<file path="src/rtl/clk_divider_multi_pkg.sv">
// Shared constants and helpers for the multi-channel clock divider.
// The divisor clamp works on a wide word so any channel WIDTH up to 64 can use it.
package clk_divider_multi_pkg;

    localparam int MIN_DIV   = 2;
    localparam int DEF_WIDTH = 28;
    localparam int MAX_WIDTH = 64;

    typedef logic [MAX_WIDTH-1:0] div_word_t;

    // Periods below two cycles cannot produce both a wrap and a distinct count.
    function automatic div_word_t clamp_div(input div_word_t d);
        return (d < div_word_t'(MIN_DIV)) ? div_word_t'(MIN_DIV) : d;
    endfunction

endpackage

</file>
<file path="src/rtl/clk_div_channel.sv">
// One divider channel: period counter, active/shadow configuration,
// registered divided clock and per-period tick.
module clk_div_channel
    import clk_divider_multi_pkg::*;
#(
    parameter int               WIDTH       = DEF_WIDTH,
    parameter logic [WIDTH-1:0] DEFAULT_DIV = WIDTH'(50000000)
) (
    input  logic             clk_in,
    input  logic             rst_n,
    input  logic             en,
    input  logic             wr,
    input  logic [WIDTH-1:0] wr_div,
    input  logic [WIDTH-1:0] wr_high,
    output logic             clk_out,
    output logic             tick,
    output logic             pending
);

    localparam logic [WIDTH-1:0] DEFAULT_HIGH = DEFAULT_DIV >> 1;

    logic [WIDTH-1:0] cnt;
    logic [WIDTH-1:0] div_act;
    logic [WIDTH-1:0] high_act;
    logic [WIDTH-1:0] shadow_div;
    logic [WIDTH-1:0] shadow_high;
    logic             wrap;
    logic             load;

    assign wrap = (cnt == div_act - WIDTH'(1));
    // A stopped channel has no period to protect, so pending config lands at once.
    assign load = pending & (~en | wrap);

    always_ff @(posedge clk_in or negedge rst_n) begin
        if (!rst_n) begin
            cnt         <= '0;
            div_act     <= DEFAULT_DIV;
            high_act    <= DEFAULT_HIGH;
            shadow_div  <= DEFAULT_DIV;
            shadow_high <= DEFAULT_HIGH;
            pending     <= 1'b0;
            clk_out     <= 1'b0;
            tick        <= 1'b0;
        end else begin
            if (en) begin
                cnt     <= wrap ? '0 : cnt + WIDTH'(1);
                clk_out <= (cnt < high_act);
                tick    <= wrap;
            end else begin
                cnt     <= '0;
                clk_out <= 1'b0;
                tick    <= 1'b0;
            end

            if (load) begin
                div_act  <= shadow_div;
                high_act <= shadow_high;
            end

            // A write coinciding with a load re-arms pending for the next boundary.
            if (wr) begin
                shadow_div  <= WIDTH'(clamp_div(div_word_t'(wr_div)));
                shadow_high <= wr_high;
                pending     <= 1'b1;
            end else if (load) begin
                pending     <= 1'b0;
            end
        end
    end

endmodule

</file>
<file path="src/rtl/clk_divider_multi.sv">
// Multi-channel programmable clock divider: decodes the shared config write
// port into per-channel strobes and replicates the channel datapath.
module clk_divider_multi
    import clk_divider_multi_pkg::*;
#(
    parameter int               CHANNELS    = 4,
    parameter int               WIDTH       = DEF_WIDTH,
    parameter logic [WIDTH-1:0] DEFAULT_DIV = WIDTH'(50000000),
    localparam int              CH_W        = (CHANNELS > 1) ? $clog2(CHANNELS) : 1
) (
    input  logic                clk_in,
    input  logic                rst_n,
    input  logic [CHANNELS-1:0] en,
    input  logic                wr_en,
    input  logic [CH_W-1:0]     wr_ch,
    input  logic [WIDTH-1:0]    wr_div,
    input  logic [WIDTH-1:0]    wr_high,
    output logic [CHANNELS-1:0] clk_out,
    output logic [CHANNELS-1:0] tick,
    output logic [CHANNELS-1:0] pending
);

    logic [CHANNELS-1:0] wr_sel;

    // Out-of-range channel numbers match no lane and are silently dropped.
    always_comb begin
        wr_sel = '0;
        for (int i = 0; i < CHANNELS; i++) begin
            if (wr_en && (wr_ch == CH_W'(i))) wr_sel[i] = 1'b1;
        end
    end

    for (genvar g = 0; g < CHANNELS; g++) begin : g_ch
        clk_div_channel #(
            .WIDTH       (WIDTH),
            .DEFAULT_DIV (DEFAULT_DIV)
        ) u_ch (
            .clk_in  (clk_in),
            .rst_n   (rst_n),
            .en      (en[g]),
            .wr      (wr_sel[g]),
            .wr_div  (wr_div),
            .wr_high (wr_high),
            .clk_out (clk_out[g]),
            .tick    (tick[g]),
            .pending (pending[g])
        );
    end

endmodule

</file>
<file path="config.mk">
export PLATFORM = sky130hd
export DESIGN_NAME = clk_divider_multi
export DESIGN_NICKNAME = d
export VERILOG_FILES = /design/src/rtl/clk_divider_multi_pkg.sv /design/src/rtl/clk_div_channel.sv /design/src/rtl/clk_divider_multi.sv
export SDC_FILE = /design/constraint.sdc
export NUM_CORES = 1
export LEC_CHECK = 0
export ABC_AREA = 1
export BUFFER_PORTS_ARGS = -buffer_cell sky130_fd_sc_hd__buf_2
export CAP_MARGIN = 20
export CORE_UTILIZATION = 35
export DETAILED_ROUTE_END_ITERATION = 16
export PLACE_DENSITY_LB_ADDON = 0.2
export SYNTH_ARGS = -nofsm -noshare
export SYNTH_HDL_FRONTEND = slang
export SYNTH_SLANG_ARGS = --single-unit
export TNS_END_PERCENT = 5
</file>
<file path="constraint.sdc">
create_clock -name clk_in -period 5.4 [get_ports clk_in]
set_clock_uncertainty 0.05 [all_clocks]
set_input_delay 0.81 -clock clk_in [delete_from_list [all_inputs] [get_ports clk_in]]
set_output_delay 0.81 -clock clk_in [all_outputs]
set_load 0.05 [all_outputs]
</file>
======== Word level (Yosys, flattened, before mapping) ========
Index checks and enable logic that the tools add are counted.
W data, S select, Z words.
word-level totals
  register bits ........................... 572
  input port bits ......................... 65
operators by class
  magnitude comparators ................... 5
  reduce and logical (&&, ||, !) cells .... 9
  add/subtract/negate cells ............... 8
  equality and inequality tests ........... 7
  multiplexer cells ....................... 29
  bitwise gates (word level) .............. 12
operators with widths
  cell                     number
  $mux W28                 9
  $add A28 B1 Y28 const B  4
  $eq A28 B28 Y1           4
  $lt A28 B28 Y1           4
  $sub A28 B1 Y28 const B  4
  $lt A28 B2 Y1 const B    1
  $mux W1                  20
  $reduce_bool A2 Y1       4
  $and A1 B1 Y1            4
  $eq A2 B2 Y1 const B     2
  $logic_and A1 B1 Y1      4
  $not A1 Y1               4
  $or A1 B1 Y1             4
  $eq A2 B1 Y1 const B     1
  $logic_not A2 Y1         1

======== Logic depth before layout (Yosys ltp) ========
  depth in word-level cells ............... 6
  mapped depth ............................ 19
  depth with buffers taken out ............ 17

======== By module ========
From an unflattened synthesis, not the netlist that was laid out.
unflattened totals
  cells, all modules ...................... 4040
  area total of the unflattened synthesis .. 31064.8 sq um
modules (own cells, without submodules)
  module             sequential area each (sq um)  cells each  times used  area an instance (sq um)
  clk_div_channel    3638.5                        1008        4           7758.7
  clk_divider_multi  0.0                           8           1           30.0

======== Worst setup path before layout ========
Ideal clock, no wire load.
  path kind ............................... register -> register
  start ................................... register g_ch[3].u_ch.div_act[0]
  end ..................................... register g_ch[3].u_ch.div_act[18]
  setup slack ............................. 3.068 ns
  arrival ................................. 2.165 ns
  stages on the path, launching flop included .. 17
  setup time .............................. 0.117 ns
  cell sequence ........................... dfrtp_1 -> inv_1 -> ha_1 -> nand3_2 -> nor2_4 -> nand2_2 -> nor2_1 -> xor2_1 -> nand2_1 -> nor2_1 -> nand3_2 -> nand2_2 -> nand2_1 -> buf_6 -> buf_6 -> nand2_1 -> nand2_1
between the ends
  cells in the longest elaborated chain, start to end .. 4
RTL lines
  what                      RTL line               RTL
  start: declaration        clk_div_channel.sv:23  logic [WIDTH-1:0] div_act;
  start signal: assignment  clk_div_channel.sv:56  div_act <= shadow_div;
  $sub A28 B1 Y28           clk_div_channel.sv:30  assign wrap = (cnt == div_act - WIDTH'(1));
  $eq A28 B28 Y1            clk_div_channel.sv:30
  $or A1 B1 Y1              clk_div_channel.sv:32  assign load = pending & (~en | wrap);
  $and A1 B1 Y1             clk_div_channel.sv:32
No other way between the ends.
A chain may end at the register's enable or synchronous reset.

======== Final worst setup path ========
  start ................................... register g_ch[2].u_ch.div_act[0]
  end ..................................... register g_ch[2].u_ch.high_act[17]
between the ends
  cells in the longest elaborated chain, start to end .. 4
RTL lines
  what                      RTL line               RTL
  start: declaration        clk_div_channel.sv:23
  start signal: assignment  clk_div_channel.sv:56
  $sub A28 B1 Y28           clk_div_channel.sv:30
  $eq A28 B28 Y1            clk_div_channel.sv:30
  $or A1 B1 Y1              clk_div_channel.sv:32
  $and A1 B1 Y1             clk_div_channel.sv:32
  end signal: assignment    clk_div_channel.sv:57  high_act <= shadow_high;
  end: declaration          clk_div_channel.sv:24  logic [WIDTH-1:0] high_act;
No other way between the ends.

==> metrics.yaml <==
die:
  io-pin-count: 77
  fp.coreArea_um2: 87430
  num_rows: 108
  die_x_um: 300.1
  die_area_um2: 90060
  dieHeight_um: 300.1
  start_util_pct: 35.57
yosys:
  ys_types: 44
  syn-num-nets: 4099
  synth_area_per_cell_um2: 7.938
  ys.flop_type: "dfrtp_1"
  syn_area_um2: 31100
  synth_edf_count: 0
  synth.most_common_cell: "nand2_1"
  synth_top_area_cell: "dfrtp_1"
  ys_seq_elements: 572
  synthTopCellsByArea: "dfrtp_1 (31%), dfstp_2 (16%), nand2_1 (14%)"
  ys_seq_area_share_pct: 46.79
  synthCells: 3918
  yosys_warnings: 0
  synthArstFlopShare_pct: 100.0
  yosys-top-cells-count: "nand2_1 (1177), nor2_1 (392), dfrtp_1 (380), inv_1 (379), nand3_1 (350)"
  netlist.area_leader.share_pct: 30.57
power_and_ir_drop:
  intPower_w: 0.008986
  power.leakage_nw: 16.68
  vdd_drop_max_uv: 273.7
  pwr-share-comb_pct: 24.2
  p_clk_share_pct: 33.0
  pwr-share-seq_pct: 42.8
  p_switching_w: 0.004656
  swShare_pct: 34.13
  powerDensity_nw_per_um2: 396.0
grt:
  grt_antenna_before_repair: 23
  grt_max_degree: 127
  overflow: 0
  grtUsageTotal_pct: 21.23
  first_global_vias: 23970
  grt_first_pass_wirelength_um: 146200
sta:
  finalHoldViolCount: 0
  maxSlewViolCount: 0
  relSlewSlack_pct: 33.09
  max_slew.worst_pin.slew_ps: 1004
  fmax_mhz: 268.1
  finalCritPeriodShare_pct: 69.07
  rsz0062_at_grt: "no"
  period_minus_slack_ps: 3730
  fin_tns_setup_ps: 0
  final-setup-viol-count: 0
  whs_ps: 102.4
route:
  drtPass1Iterations: 5
  wirelength_um: 95150
  via_count: 25170
  drc: 0
  wire_per_inst_um: 18.45
  drt_iter0_drc: 1808
  viasPerCell: 4.881
  ant_nets: 0
placed_design:
  dp_hpwl_um: 66630
  io_buffers: 76
  place.gp.congestion: 0.8982
clocking:
  cts_setup_buffers: 0
  post_cts_resized: 0
  htree_levels: 3
  cts.sinks: 572
  clock_latency_ps: 610
  clockBufferDepth: 3
  cts_tree: "yes"
  root_buffer: "clkbuf_16"
  cts-hold-fix-buffers: 0
  path_clk_slew_ps: 60
  numCtsBuffers: 66
critical_path:
  setup.worst_path.end: "g_ch[2].u_ch.high_act[17]"
  crit_chain: "inv_2 -> ha_1 -> nand2_1 -> nor2_4 -> nand2_1 -> inv_1 -> nand2_1 -> nand2_1 -> nand2_1 -> nor2_1 -> nand2_1 -> nor2_2 -> nand3_2 -> nand2_2 -> nand2_2 -> buf_16 -> nand2_1 -> nand2_1"
  rr_startpoint: "g_ch[2].u_ch.div_act[0]"
  cp-startpoint: "g_ch[2].u_ch.div_act[0]"
  cp_common_cell: "nand2_1"
  worstReg2RegEnd: "g_ch[2].u_ch.high_act[17]"
  path_buf_inv: 3
  cp_slowest_cell: "nand2_2"
  endpoint_kind: "flip-flop"
  critPathKind: "flip-flop to flip-flop"
  rr_worst_depth: 18
  critPathRequiredTime_ps: 5830
  cp.arrival_ps: 4160
  worst-path-max-fanout: 33
  cpLargestDelayFamily: "simple AND/OR/NAND/NOR gates"
  path_depth: 18
  r2r_slack_ps: 1670
  crit_path_start_kind: "flip-flop"
  cp_slowest_stage_delay_ps: 630
finish:
  nets: 4123
  drive_gt1_share_pct: 11.55
  area_delta_synth_final_pct: 10.77
hold_path:
  hold_class: "primary input to async pin"
run:
  max_cap_viol_count: 0
outcome:
  outcome: "finished, final reports clean"
==> sequential cells by signal, summed over array words and instances, names as in the netlist <==
register,flops
g_ch.u_ch.shadow_high,112
g_ch.u_ch.pending,4
g_ch.u_ch.cnt,112
g_ch.u_ch.clk_out,4
g_ch.u_ch.high_act,112
g_ch.u_ch.div_act,112
g_ch.u_ch.shadow_div,112
g_ch.u_ch.tick,4
==> metrics by stage <==
step | util [%] | total power, W | area, um^2 | worst slack [ps] | std cells
after floorplan | - | 0.008191 | 31100 | 3068 | 3918
after global placement | 36.92 | 0.009167 | 32280 | 1675 | 5028
after detailed placement | 36.95 | 0.009209 | 32310 | 1657 | 5029
after CTS | 39.38 | 0.01377 | 34430 | 1636 | 5148
after global routing | 39.38 | 0.01453 | 34430 | 1344 | 5149
final | 39.40 | 0.01364 | 34450 | 1670 | 5156
==> cell usage in the layout, fill, tap and decap left out, types with 24 or more instances in the layout <==
master / n
buf_2: 75
inv_1: 375
clkbuf_1: 24
nand3_1: 350
dfrtp_1: 376
nor2_1: 392
ha_1: 116
nand4_1: 65
nor3_1: 65
xor2_1: 118
dfstp_2: 192
clkbuf_16: 67
a21oi_1: 60
nand2_1: 1176
xnor2_1: 81
o21ai_0: 245
==> final cells by class <==
class | instances | area, um^2
inverters | 384 | 1441
clock buffers | 102 | 1918
clock inverters | 17 | 205.2
repair buffers | 105 | 690.7
multi-input cells | 2813 | 14170
diodes | 8 | 20.02
well taps | 1155 | 1445
flip-flops and latches | 572 | 14560
fillers | 9067 | 52980
==> worst min-delay path by stage <==
stage                              start                        end  cells after the start
6_report                           rst_n       g_ch[0].u_ch.cnt[14]                      1
5_1_grt                            rst_n       g_ch[0].u_ch.cnt[14]                      1
4_1_cts                            rst_n   g_ch[1].u_ch.div_act[27]                      1
3_5_place_dp   g_ch[1].u_ch.high_act[18]  g_ch[1].u_ch.high_act[18]                      2
3_3_place_gp   g_ch[2].u_ch.high_act[21]  g_ch[2].u_ch.high_act[21]                      2
2_1_floorplan   g_ch[0].u_ch.high_act[0]   g_ch[0].u_ch.high_act[0]                      2
==> power by group through the flow <==
| stage | Clock, W | Combinational (W) | Sequential, W |
|---|---|---|---|
| after detailed placement | 0 | 0.00330 | 0.00591 |
| final | 0.00450 | 0.00330 | 0.00584 |
| after CTS | 0.00461 | 0.00332 | 0.00584 |
| after global routing | 0.00478 | 0.00381 | 0.00594 |
| after floorplan | 0 | 0.00251 | 0.00568 |
| after global placement | 0 | 0.00327 | 0.00590 |
==> kinds of logic after synthesis <==
group / count (synthesis) / share of synthesized area (%)
AO/OA/AOI/OAI: 357 / 6.155
XOR/XNOR: 199 / 5.604
flip-flops: 572 / 46.79
buffers and inverters: 533 / 7.651
AND/OR/NAND/NOR: 2141 / 29.13
adder cells (fa/ha/maj): 116 / 4.666
==> worst reg2reg max path, cell delays in order, from the launching register on <==
cell and delay [ps]:
dfrtp_1 400, inv_2 90, ha_1 180, nand2_1 150, nor2_4 230, nand2_1 130
inv_1 100, nand2_1 50, nand2_1 60, nand2_1 50, nor2_1 110, nand2_1 70
nor2_2 120, nand3_2 130, nand2_2 530, nand2_2 650, buf_16 370, nand2_1 80
nand2_1 40
==> layer usage <==
| layer | GRT usage, % | vias up | routed length [um] |
|---|---|---|---|
| li1 | - | 12570 | - |
| met1 | 29.98 | 11890 | 44150 |
| met2 | 32.50 | 563 | 41650 |
| met3 | 4.357 | 134 | 6624 |
| met4 | 6.596 | 4 | 2694 |
| met5 | 0 | - | 27 |
Power figures use the tool's default switching activity.
